--- config.mk ---
export PLATFORM = sky130hd
export DESIGN_NAME = ifetch_unit
export DESIGN_NICKNAME = d
export VERILOG_FILES = /design/src/rtl/ifetch_unit.sv
export SDC_FILE = /design/constraint.sdc
export NUM_CORES = 1
export LEC_CHECK = 0
export CORE_MARGIN = 3
export CORE_UTILIZATION = 44
export CTS_CLUSTER_SIZE = 12
export DETAILED_ROUTE_END_ITERATION = 7
export HOLD_SLACK_MARGIN = 0.12
export PLACE_DENSITY = 0.85
export RECOVER_POWER = 25
export SLEW_MARGIN = 30
export SYNTH_ARGS = -nofsm -noshare
export SYNTH_HDL_FRONTEND = slang
export SYNTH_SLANG_ARGS = --single-unit
--- constraint.sdc ---
create_clock -name clk -period 4.9 [get_ports clk]
set_input_delay 1.47 -clock clk [delete_from_list [all_inputs] [get_ports clk]]
set_output_delay 1.47 -clock clk [all_outputs]
set_load 0.05 [all_outputs]
--- src/rtl/ifetch_unit.sv ---
// Instruction fetch front end: owns the architectural PC, issues one fetch at a time to
// instruction memory and hands {pc, inst} to the core, loading npc when the core accepts.
module ifetch_unit #(
    parameter int unsigned          DATAWIDTH = 32,
    parameter logic [DATAWIDTH-1:0] RESET_PC  = '0
) (
    input  logic                 clk,
    input  logic                 rst,
    input  logic [DATAWIDTH-1:0] npc,
    output logic                 imem_req_valid,
    input  logic                 imem_req_ready,
    output logic [DATAWIDTH-1:0] imem_req_addr,
    input  logic                 imem_resp_valid,
    input  logic [DATAWIDTH-1:0] imem_resp_data,
    output logic [DATAWIDTH-1:0] pc,
    output logic [DATAWIDTH-1:0] inst,
    output logic                 inst_valid,
    input  logic                 inst_ready,
    output logic                 fetch_misalign,
    output logic [DATAWIDTH-1:0] instret
);

    typedef enum logic [1:0] {
        S_REQ,
        S_WAIT,
        S_HOLD,
        S_HALT
    } state_t;

    state_t state;
    state_t state_next;
    logic   stale;
    logic   resp_take;
    logic   accept;
    logic   npc_aligned;

    assign imem_req_addr = pc;
    assign npc_aligned   = (npc[1:0] == 2'b00);

    always_comb begin
        state_next     = state;
        imem_req_valid = 1'b0;
        resp_take      = 1'b0;
        accept         = 1'b0;
        case (state)
            S_REQ: begin
                imem_req_valid = !rst;
                if (imem_req_valid && imem_req_ready) begin
                    state_next = S_WAIT;
                end
            end
            S_WAIT: begin
                // A response belonging to a request aborted by reset is not ours
                if (imem_resp_valid && !stale) begin
                    resp_take  = 1'b1;
                    state_next = S_HOLD;
                end
            end
            S_HOLD: begin
                if (inst_ready) begin
                    accept     = 1'b1;
                    state_next = npc_aligned ? S_REQ : S_HALT;
                end
            end
            S_HALT: begin
                state_next = S_HALT;
            end
            default: begin
                state_next = S_REQ;
            end
        endcase
    end

    always_ff @(posedge clk) begin
        if (rst) begin
            state          <= S_REQ;
            pc             <= RESET_PC;
            inst           <= '0;
            inst_valid     <= 1'b0;
            fetch_misalign <= 1'b0;
            instret        <= '0;
            // A held or repeated reset must not forget a response still in flight
            stale          <= (state == S_WAIT || stale) && !imem_resp_valid;
        end else begin
            state <= state_next;
            if (imem_resp_valid && stale) begin
                stale <= 1'b0;
            end
            if (resp_take) begin
                inst       <= imem_resp_data;
                inst_valid <= 1'b1;
            end
            if (accept) begin
                instret    <= instret + DATAWIDTH'(1);
                inst_valid <= 1'b0;
                if (npc_aligned) begin
                    pc <= npc;
                end else begin
                    fetch_misalign <= 1'b1;
                end
            end
        end
    end

endmodule

==> results by group, run 1 <==
Status
  – Status: finished, violations left
  – Violations in the final reports: capacitance limit, slew limit

Worst setup path
  – Setup slack of the worst register-to-register path: 2.84 ns
  – Critical path fanouts, max: 2
  – Family with the most delay on the worst path: buffers and inverters
  – Kind of end point of the critical path: primary output
  – Endpoint of the worst register-to-register path: instret[31]
  – Required time of the critical path: roughly 3.4 ns
  – Cell count of the worst reg-to-reg path: 5
  – Critical Path Start Type: primary input
  – Highest cell delay on the worst timing path: 0.86 ns
  – Buf/Inv on CP: 2
  – Setup CP Type: primary input to primary output
  – Critical Path Slowest Stage Cell: clkdlybuf4s50_1
  – Launch instance of the worst register-to-register path: instret[13]
  – Critical path arrival: 2.61 ns
  – Chain of cells forming the critical path: clkbuf_4 -> nor3_1 -> clkdlybuf4s50_1

Power and ir drop
  – Power density over cell area: about 260 nW/um^2
  – Max rail drop VDD: roughly 0.20 mV
  – Leak: just over 2 nW
  – Post-layout power: between 1.5 and 2 mW

Place
  – # placed instances: about 750
  – Post-place setup slack: between 0.8 and 0.9 ns
  – Placed wire-length estimate: around 8 mm
  – Instance area after placement: approximately 6000 um^2
  – Number of input and output port buffers inserted: ~200
  – Gp weighted congestion: 0.792

GRT
  – Met1 track demand over resource in global routing: 0.235
  – Largest net degree at the start of global routing: approximately 100
  – Gr busiest metal: met2
  – Wire length of the first global-routing pass: 17.4 mm
  – Via count of the first global-routing pass: 3639
  – Met3 layer usage reported by global route: 0.0602
  – Global router's overall resource usage: 0.206
  – Antenna violations before repair: 0
  – Met2 usage: 0.370
  – Total congestion overflow after global routing: 0

Clock tree
  – Worst-skew pair later-pin latency: about 0.35 ns
  – Cell at the root of the clock tree: clkbuf_8
  – Total clock buffers created by CTS: 9
  – Number of post-CTS setup repair buffers: 0
  – Resized cells post-CTS: 0
  – Hold buffer count at CTS: 0
  – Max clock buf depth: 2
  – TritonCTS Sinks: around 100
  – H-tree levels: 3
  – Clock slew seen by the registers of the worst setup and hold paths: 0.09 ns
  – CTS tree: built

Cells and area
  – Diode count: 0
  – Final instance area: slightly above 6000 um^2
  – Non-Filler Instances: slightly below 800
  – Area of the multi-input gates: around 1700 um^2
  – Post-Route Utilization: 0.687
  – Fraction of final layout cells with drive strength greater than 1: 0.0408
  – Area growth from synthesis to final layout: 48.9%
  – Fill cell total of the finished layout: around 710
  – Area taken by flip-flops and latches: between 2000 and 2500 um^2
  – Total number of nets in the final design: just over 700

Drt
  – Remaining antenna violation count after routing: 0
  – Vias after detailed routing: ~3800
  – 1st-pass router iterations: 4
  – Mean routed wirelength per cell: 14.5 um
  – DR iter-0 viols: 107
  – Total detailed-routing wirelength: about 11 mm
  – DRC: 0
  – Vias/cell: 4.97

Min path
  – Sink of the worst hold path: inst[22]
  – Instance count along the most critical hold path: 2
  – Beginning of the worst hold path: inst[22]
  – Class of the tightest hold or removal check: register to register

STA
  – Post-route minimum period: around 4 ns
  – Final worst slack: a little over 0.8 ns
  – Post-route worst hold slack: 0.459 ns
  – Worst Clk Skew: around 0.013 ns
  – Period Utilization, post-route: 0.832
  – Tightest slew margin relative to the limit: -0.322
  – Maximum operating frequency: 0.245 GHz
  – Final-report max-slew violation count: between 100 and 150
  – RSZ-0062 raised after global routing: no
  – Transition time at the pin with the least slew margin: 1.98 ns
  – Final total negative setup slack: 0 ns
  – Count of endpoints failing setup in the final report: 0
  – Final Hold Vio Count: 0

Logic synthesis
  – Netlist cell types: 34
  – Yosys warns: 0
  – Cell count after synthesis: 503
  – Synthesized net count: 573
  – Number of enable-type register cells in the synthesized netlist: 1
  – Register area share after synthesis: 0.495
  – Synthesis-stage register bit count: slightly above 100
  – Syn_area_per_cell: ~8.2 um^2
  – Post-synthesis instance area: around 4000 um^2
  – FFs w/ async S/R, synth: 0
  – Leading register cell type out of synthesis: dfxtp_1

Floorplanning
  – Initial core utilization: 0.461
  – Total number of placement rows: 34
  – Ports: 200
  – Chip Width: just over 100 um
  – Floorplan die area: between 10000 and 15000 um^2
  – Core ar.: 8890 um^2
  – Overall die height: 103 um

Job
  – Number of max-capacitance violations reported: 1
==> Yosys cell counts, types with 2 or more instances <==
master / instances / area, um^2
nand2_1: 135 / 507
dfxtp_1: 100 / 2000
a21oi_1: 68 / 340
nor2_1: 36 / 135
buf_4: 32 / 240
clkbuf_1: 25 / 93.8
nand4_1: 14 / 87.6
xnor2_1: 14 / 123
xor2_1: 14 / 123
nor3_1: 12 / 60.1
nand3_1: 8 / 40.0
and3_1: 4 / 25.0
and4_1: 4 / 35.0
inv_1: 4 / 15.0
and2_1: 3 / 18.8
nor3b_1: 3 / 22.5
o21ai_0: 3 / 15.0
or2_2: 3 / 18.8
nand2b_1: 2 / 12.5
nand3b_1: 2 / 15.0
nand4b_1: 2 / 17.5
nor4_1: 2 / 12.5
or3_1: 2 / 12.5
==> worst register-to-register path, delay by kind of cell, from the launching register on <==
kind / cells / cell delay, ns
flip-flops: 1 / 0.45
multiplexers: 1 / 0.31
AND/OR/NAND/NOR: 4 / 1.22
==> area by class of cell <==
type	count	share of cell area
Clock buffer	12	0.0254
Clock inverter	3	0.00717
Inverter	4	0.00246
Multi-Input combinational cell	339	0.281
Sequential cell	101	0.333
Tap cell	108	0.0221
Timing Repair Buffer	202	0.329
==> state kept, by name, summed over array words and instances (netlist names) <==
name and cells:
inst_valid 1, imem_req_addr 32, inst 32, fetch_misalign 1, state 2, instret 32
stale 1
==> placed cells by master (no fill, tap or decap), types with 2 or more instances in the layout <==
cell             count
and4_1               4
or3_1                2
xnor2_1             14
nor2_2               2
or2_2                3
inv_1                4
nand4b_1             2
dfxtp_1            100
nor3_1              12
xor2_1              14
buf_4                2
and2_1               3
nor2_1              34
nor4_1               2
nand3_1              8
o21ai_0              3
nor3b_1              3
a21oi_1             68
clkdlybuf4s50_1    198
clkbuf_8            11
and3_1               4
nand3b_1             2
nand4_1             14
nand2_1            135
==> power by group <==
part	internal [mW]	switching (mW)	total (mW)
Sequential	0.836	0.00927	0.845
Clock	0.262	0.270	0.532
Combinational	0.0833	0.0988	0.182
Total	1.18	0.378	1.56
==> how the worst max path moves through the flow <==
stage / from / endpoint / slack, ns / cells past startpoint
final: rst / imem_req_valid / 0.82 / 3
after global placement: rst / imem_req_valid / 0.80 / 3
after global routing: rst / imem_req_valid / 0.73 / 3
after detailed placement: rst / imem_req_valid / 0.80 / 3
after CTS: rst / imem_req_valid / 0.79 / 3
after floorplan: rst / imem_req_valid / 0.72 / 2
==> layer usage <==
layer  vias up  wire, um
met4         0       142
met3         8       881
li1       1923         -
met2       134      5690
met1      1759      4440
met5         -         0
==> cells by family after synthesis <==
| group | Yosys count | share of synthesized area |
|---|---|---|
| and+or+nand+nor | 236 | 0.260 |
| DFF | 101 | 0.495 |
| AOI/OAI and AO/OA | 73 | 0.0903 |
| buffers and inverters | 63 | 0.0875 |
| xor gates and xnor gates | 28 | 0.0598 |
| muxes | 1 | 0.00366 |
| adders and majority gates | 1 | 0.00305 |
No activity file was read; power rests on OpenSTA's default activity.
==> run 2, diff against run 1 <==
--- a/config.mk
+++ b/config.mk
@@ -6,11 +6,11 @@
 export NUM_CORES = 1
 export LEC_CHECK = 0
 export CORE_MARGIN = 3
-export CORE_UTILIZATION = 44
+export CORE_UTILIZATION = 41
 export CTS_CLUSTER_SIZE = 12
 export DETAILED_ROUTE_END_ITERATION = 7
 export HOLD_SLACK_MARGIN = 0.12
-export PLACE_DENSITY = 0.85
+export PLACE_DENSITY = 0.8
 export RECOVER_POWER = 25
 export SLEW_MARGIN = 30
 export SYNTH_ARGS = -nofsm -noshare
==> constraint.sdc (replaced) <==
create_clock -name clk -period 4 [get_ports clk]
set_input_delay 1.2 -clock clk [delete_from_list [all_inputs] [get_ports clk]]
set_output_delay 1.2 -clock clk [all_outputs]
set_load 0.05 [all_outputs]
==> run 2 against run 1 <==
The flow still finishes with violations (capacitance limit, slew limit). Cell count is 2.9% higher. Global-route usage shrank 1.1 points. Count of clock-buffer cells in the layout rose by 2. Highest routed layer unchanged. Critical path depth grew 1. Core utilization decreased by 4.0 points. Clock power up 15%. Die area grew 6.9%. Non-clock buffer count unchanged. Largest power group unchanged. Worst hold slack better by 0.0013 ns. Power up 20%. Critical endpoint is now instret[31]. Sequential power rose by 23%.
==> results by group, run 2 (same netlist as run 1, synthesis figures left out) <==
Clock tree
  – Clock slew seen by the registers of the worst setup and hold paths: 0.09 ns (about the same)
  – Total clock buffers created by CTS: 9 (unchanged)
  – CTS tree: built
  – Number of post-CTS setup repair buffers: 0 (unchanged)
  – Cell at the root of the clock tree: clkbuf_8
  – H-tree levels: 3 (unchanged)
  – Hold buffer count at CTS: 0 (unchanged)
  – TritonCTS Sinks: 101 (unchanged)
  – Worst-skew pair later-pin latency: 0.35 ns (about the same)
  – Resized cells post-CTS: 0 (unchanged)
  – Max clock buf depth: 2 (unchanged)

STA
  – RSZ-0062 raised after global routing: no
  – Post-route minimum period: between 2 and 3 ns
  – Final total negative setup slack: 0 ns (unchanged)
  – Maximum operating frequency: roughly 0.34 GHz
  – Final worst slack: 1.06 ns (+0.242 ns)
  – Final Hold Vio Count: 0 (unchanged)
  – Count of endpoints failing setup in the final report: 0 (unchanged)
  – Transition time at the pin with the least slew margin: 2.03 ns (+0.0505 ns)
  – Worst Clk Skew: 0.0109 ns (-0.00224 ns)
  – Tightest slew margin relative to the limit: -0.355 (-0.0336)
  – Final-report max-slew violation count: 104 (unchanged)
  – Period Utilization, post-route: 0.734

GRT
  – Met2 usage: 0.340 (-0.0307)
  – Wire length of the first global-routing pass: 18.1 mm (+3.7%)
  – Total congestion overflow after global routing: 0 (unchanged)
  – Antenna violations before repair: 0 (unchanged)
  – Global router's overall resource usage: 0.195 (-0.0109)
  – Gr busiest metal: met2
  – Via count of the first global-routing pass: 3692 (+1.5%)
  – Met1 track demand over resource in global routing: 0.227 (-0.00777)
  – Largest net degree at the start of global routing: 104 (unchanged)
  – Met3 layer usage reported by global route: 0.0607 (+0.000500)

Min path
  – Class of the tightest hold or removal check: register to register
  – Beginning of the worst hold path: inst[8]

Worst setup path
  – Endpoint of the worst register-to-register path: instret[31]
  – Critical path arrival: 3.18 ns (+0.57 ns)
  – Critical Path Start Type: primary input
  – Critical path fanouts, max: 103 (+101)
  – Worst Setup SP: rst
  – Cell count of the worst reg-to-reg path: 5 (unchanged)
  – Kind of end point of the critical path: register
  – Setup CP Type: primary input to register
  – Setup slack of the worst register-to-register path: 1.91 ns (-0.93 ns)
  – Required time of the critical path: 4.24 ns (+0.81 ns)
  – Launch instance of the worst register-to-register path: instret[12]
  – Endpoint of the worst setup timing path: instret[31]

Power and ir drop
  – Max rail drop VDD: 0.182 mV (-9.4%)
  – Leak: 2.05 nW (-0.47%)
  – Power density over cell area: 306 nW/um^2 (+20%)
  – Post-layout power: 1.87 mW (+20%)

Job
  – Number of max-capacitance violations reported: 1 (unchanged)

Floorplanning
  – Overall die height: 106 um (+3.4%)
  – Initial core utilization: 0.434 (-0.0277)
  – Ports: 200 (unchanged)
  – Chip Width: 106 um (+3.4%)
  – Total number of placement rows: 35 (+2.9%)
  – Core ar.: 9460 um^2 (+6.4%)
  – Floorplan die area: 11200 um^2 (+6.9%)

Drt
  – Total detailed-routing wirelength: 11.4 mm (+2.1%)
  – Vias after detailed routing: 3834 (+0.26%)
  – DR iter-0 viols: 163 (+52%)
  – Vias/cell: 4.85 (-2.5%)
  – Mean routed wirelength per cell: 14.4 um (-0.73%)
  – DRC: 0 (unchanged)
  – Remaining antenna violation count after routing: 0 (unchanged)
  – 1st-pass router iterations: 4 (unchanged)

Cells and area
  – Area growth from synthesis to final layout: 49.3%
  – Non-Filler Instances: 791 (+2.9%)
  – Final instance area: 6120 um^2 (+0.23%)
  – Commonest non-fill, non-tap cells in the layout: clkdlybuf4s50_1, nand2_1, dfxtp_1
  – Commonest non-fill, non-tap cell in the layout: clkdlybuf4s50_1
  – Fraction of final layout cells with drive strength greater than 1: 0.0408 (-0.0000617)
  – Total number of nets in the final design: 727 (unchanged)
  – Diode count: 0 (unchanged)

Place
  – # placed instances: 775 (+2.8%)
  – Number of input and output port buffers inserted: 199 (unchanged)
  – Placed wire-length estimate: 8.32 mm (+1.9%)
  – Instance area after placement: 5940 um^2 (+0.40%)
  – Gp weighted congestion: 0.814 (+2.8%)
  – Post-place setup slack: 0.773 ns (-0.0301 ns)

Status
  – Violations in the final reports: capacitance limit, slew limit
  – Status: finished, violations left
run 2: cell types whose count changed in the layout (fill, tap and decap cells not counted), sizes merged:
cell,delta
bufinv,-1
clkinvlp,+1
buf,+1
clkdlybuf4s50,-1
inv,-1
clkbuf,+2
run 2: where the power goes:
| group | internal, mW | switching, mW | total (mW) |
|---|---|---|---|
| logic | 0.102 | 0.122 | 0.224 |
| registers | 1.02 | 0.0115 | 1.04 |
| clock network | 0.283 | 0.331 | 0.614 |
| total | 1.41 | 0.465 | 1.87 |
run 2: worst max-delay path, stage by stage:
cell and delay [ns]:
clkbuf_4 0.11, clkbuf_2 1.45, nor2b_1 0.10, mux2_4 0.32
run 2: routing by layer:
metal  part of all wire  up-vias  wire length, um
met4              0.020        0              227
met1               0.42     1735             4750
met5                  0        -                0
li1                   -     1927                -
met2               0.48      154             5420
met3              0.089       18             1010
run 2: area by class of cell:
| type | instances | area (um^2) |
|---|---|---|
| tap | 129 | 161 |
| inverter | 4 | 15.0 |
| fill | 803 | 3340 |
| timing repair buffer | 202 | 2010 |
| multi-input combinational | 339 | 1720 |
| sequential | 101 | 2030 |
| clock buffer | 14 | 174 |
| clock inverter | 2 | 15.0 |
run 2: worst min-delay path by stage:
stage               end  slack, ns  cells past startpoint
3_3_place_gp    inst[0]       0.44                      2
5_1_grt         inst[0]       0.48                      2
3_5_place_dp    inst[3]       0.45                      2
2_1_floorplan  state[1]       0.51                      2
4_1_cts        inst[21]       0.46                      2
6_report        inst[8]       0.46                      2
run 2: stage by stage:
step,utilization,hold slack (ns)
3_3_place_gp,0.627,0.442
4_1_cts,0.648,0.461
2_1_floorplan,-,0.510
6_report,0.647,0.460
3_5_place_dp,0.628,0.448
5_1_grt,0.647,0.475
==> run 3, diff against run 2 <==
==> constraint.sdc (replaced) <==
create_clock -name clk -period 2.81 [get_ports clk]
set_input_delay 0.843 -clock clk [delete_from_list [all_inputs] [get_ports clk]]
set_output_delay 0.843 -clock clk [all_outputs]
set_load 0.05 [all_outputs]
==> run 3 against run 2 <==
The run now ends clean. Register-to-register slack worse by 1.0 ns. Die area stayed put. Clock power is 40% higher. Highest routed layer unchanged. Sequential cell count stayed put. Sequential share of layout area is 0.26 points lower. Power is 42% higher. First-iteration DRC count is 34% higher. Global-route usage is 0.85 points higher. Cell count is 0.88% higher. Critical path type is now register to primary output. Combinational power is 43% higher. Clock skew is 0.0025 ns higher. Count of clock-buffer cells in the layout is 2 lower. Largest cell class is now non-clock buffers.
==> results by group, run 3 (same netlist as run 1, synthesis figures left out) <==
Cells and area
  – Post-Route Utilization: 0.653 (+0.00516)
  – Area growth from synthesis to final layout: 50.4%
  – Total number of nets in the final design: 734 (+0.96%)
  – Commonest non-fill, non-tap cell in the layout: clkdlybuf4s50_1
  – Commonest non-fill, non-tap cells in the layout: clkdlybuf4s50_1, nand2_1, dfxtp_1
  – Fill cell total of the finished layout: 776 (-3.4%)
  – Fraction of final layout cells with drive strength greater than 1: 0.0463 (+0.00555)
  – Diode count: 0 (unchanged)
  – Final instance area: 6170 um^2 (+0.80%)
  – Non-Filler Instances: 798 (+0.88%)

Floorplanning
  – Overall die height: 106 um (unchanged)
  – Core ar.: 9460 um^2 (unchanged)
  – Chip Width: 106 um (unchanged)
  – Total number of placement rows: 35 (unchanged)
  – Initial core utilization: 0.434 (unchanged)
  – Ports: 200 (unchanged)
  – Floorplan die area: 11200 um^2 (unchanged)

Power and ir drop
  – Power density over cell area: 430 nW/um^2 (+41%)
  – Max rail drop VDD: 0.232 mV (+28%)
  – Post-layout power: 2.66 mW (+42%)
  – Leak: 2.08 nW (+1.2%)

Drt
  – Vias/cell: 4.79 (-1.2%)
  – DRC: 0 (unchanged)
  – Remaining antenna violation count after routing: 0 (unchanged)
  – 1st-pass router iterations: 5 (+1)
  – Vias after detailed routing: 3820 (-0.37%)
  – Mean routed wirelength per cell: 14.7 um (+2.0%)
  – Total detailed-routing wirelength: 11.7 mm (+2.9%)
  – DR iter-0 viols: 218 (+34%)

Clock tree
  – Max clock buf depth: 2 (unchanged)
  – Worst-skew pair later-pin latency: 0.35 ns (about the same)
  – Resized cells post-CTS: 0 (unchanged)
  – Clock slew seen by the registers of the worst setup and hold paths: 0.09 ns (about the same)
  – Hold buffer count at CTS: 0 (unchanged)
  – Cell at the root of the clock tree: clkbuf_8
  – TritonCTS Sinks: 101 (unchanged)
  – Number of post-CTS setup repair buffers: 0 (unchanged)
  – H-tree levels: 3 (unchanged)
  – Total clock buffers created by CTS: 9 (unchanged)
  – CTS tree: built

Worst setup path
  – Kind of end point of the critical path: primary output
  – Setup CP Type: register to primary output
  – Cell count of the worst reg-to-reg path: 6 (+1)
  – Critical path fanouts, max: 7 (-93%)
  – Highest cell delay on the worst timing path: 0.86 ns (-0.59 ns)
  – Endpoint of the worst register-to-register path: instret[31]
  – Critical path arrival: 1.69 ns (-1.49 ns)
  – Launch instance of the worst register-to-register path: instret[13]
  – Buf/Inv on CP: 1 (-1)
  – Family with the most delay on the worst path: buffers and inverters
  – Setup slack of the worst register-to-register path: 0.86 ns (-1.05 ns)
  – Critical Path Slowest Stage Cell: clkdlybuf4s50_1
  – Critical Path Start Type: register
  – Required time of the critical path: 1.97 ns (-2.27 ns)
  – Chain of cells forming the critical path: clkdlybuf4s50_1

Min path
  – Beginning of the worst hold path: inst[12]
  – Instance count along the most critical hold path: 2 (unchanged)
  – Class of the tightest hold or removal check: register to register
  – Sink of the worst hold path: inst[12]

STA
  – Maximum operating frequency: 0.394 GHz
  – Transition time at the pin with the least slew margin: 1.36 ns (-0.674 ns)
  – Post-route minimum period: 2.54 ns
  – Final Hold Vio Count: 0 (unchanged)
  – Final total negative setup slack: 0 ns (unchanged)
  – RSZ-0062 raised after global routing: no
  – Final-report max-slew violation count: 0 (-100%)
  – Worst Clk Skew: 0.0133 ns (+0.00245 ns)
  – Count of endpoints failing setup in the final report: 0 (unchanged)
  – Tightest slew margin relative to the limit: 0.0941 (+0.449)
  – Period Utilization, post-route: 0.903

GRT
  – Total congestion overflow after global routing: 0 (unchanged)
  – Global router's overall resource usage: 0.204 (+0.00855)
  – Largest net degree at the start of global routing: 69 (-34%)
  – Via count of the first global-routing pass: 3684 (-0.22%)
  – Wire length of the first global-routing pass: 18.5 mm (+2.6%)
  – Antenna violations before repair: 0 (unchanged)

Job
  – Number of max-capacitance violations reported: 0 (-1)

Place
  – Gp weighted congestion: 0.827 (+1.6%)
  – Instance area after placement: 6000 um^2 (+1.1%)
  – # placed instances: 782 (+0.90%)
  – Placed wire-length estimate: 8.58 mm (+3.1%)
  – Number of input and output port buffers inserted: 199 (unchanged)

Status
  – Status: completed
## run 3: changes by cell type in the layout (fill, tap and decap cells not counted), sizes merged
| cell | change |
|---|---|
| buf | +3 |
| clkbuf | +2 |
| clkdlybuf4s50 | -2 |
| clkinv | +2 |
| dlygate4sd3 | +2 |
## run 3: worst max-delay path by stage
stage / depth (start not counted) / to / startpoint
floorplan: 2 / imem_req_valid / rst
global placement: 6 / instret[20] / inst_ready
detailed placement: 6 / instret[31] / inst_ready
CTS: 1 / instret[21] / instret[21]
global route: 1 / instret[21] / instret[21]
finish: 1 / instret[21] / instret[21]
## run 3: stage by stage
stage,setup WS [ns],hold slack [ns]
floorplan,0.309,0.520
global placement,0.278,0.441
detailed placement,0.224,0.446
CTS,0.242,0.459
global route,0.192,0.474
finish,0.273,0.457
## run 3: area by class of cell
type	count	area, um^2	area share
Clock inverter	4	32.5	0.00527
Tap cell	129	161	0.0262
Clock buffer	12	155	0.0251
Timing Repair Buffer	209	2050	0.333
Inverter	4	15.0	0.00243
Multi-Input combinational cell	339	1720	0.279
Sequential cell	101	2030	0.329
## run 3: power breakdown
group	leakage (nW)	internal (mW)	switching (mW)
Clock	0.0888	0.375	0.487
Sequential	0.818	1.46	0.0164
Combinational	1.17	0.146	0.175
Total	2.08	1.98	0.678
## run 3: routing by layer
metal  routed length [um]  global-route usage
met5                    0                   0
met4                  121              0.0601
met3                  909              0.0680
met2                 5720               0.349
met1                 4980               0.242
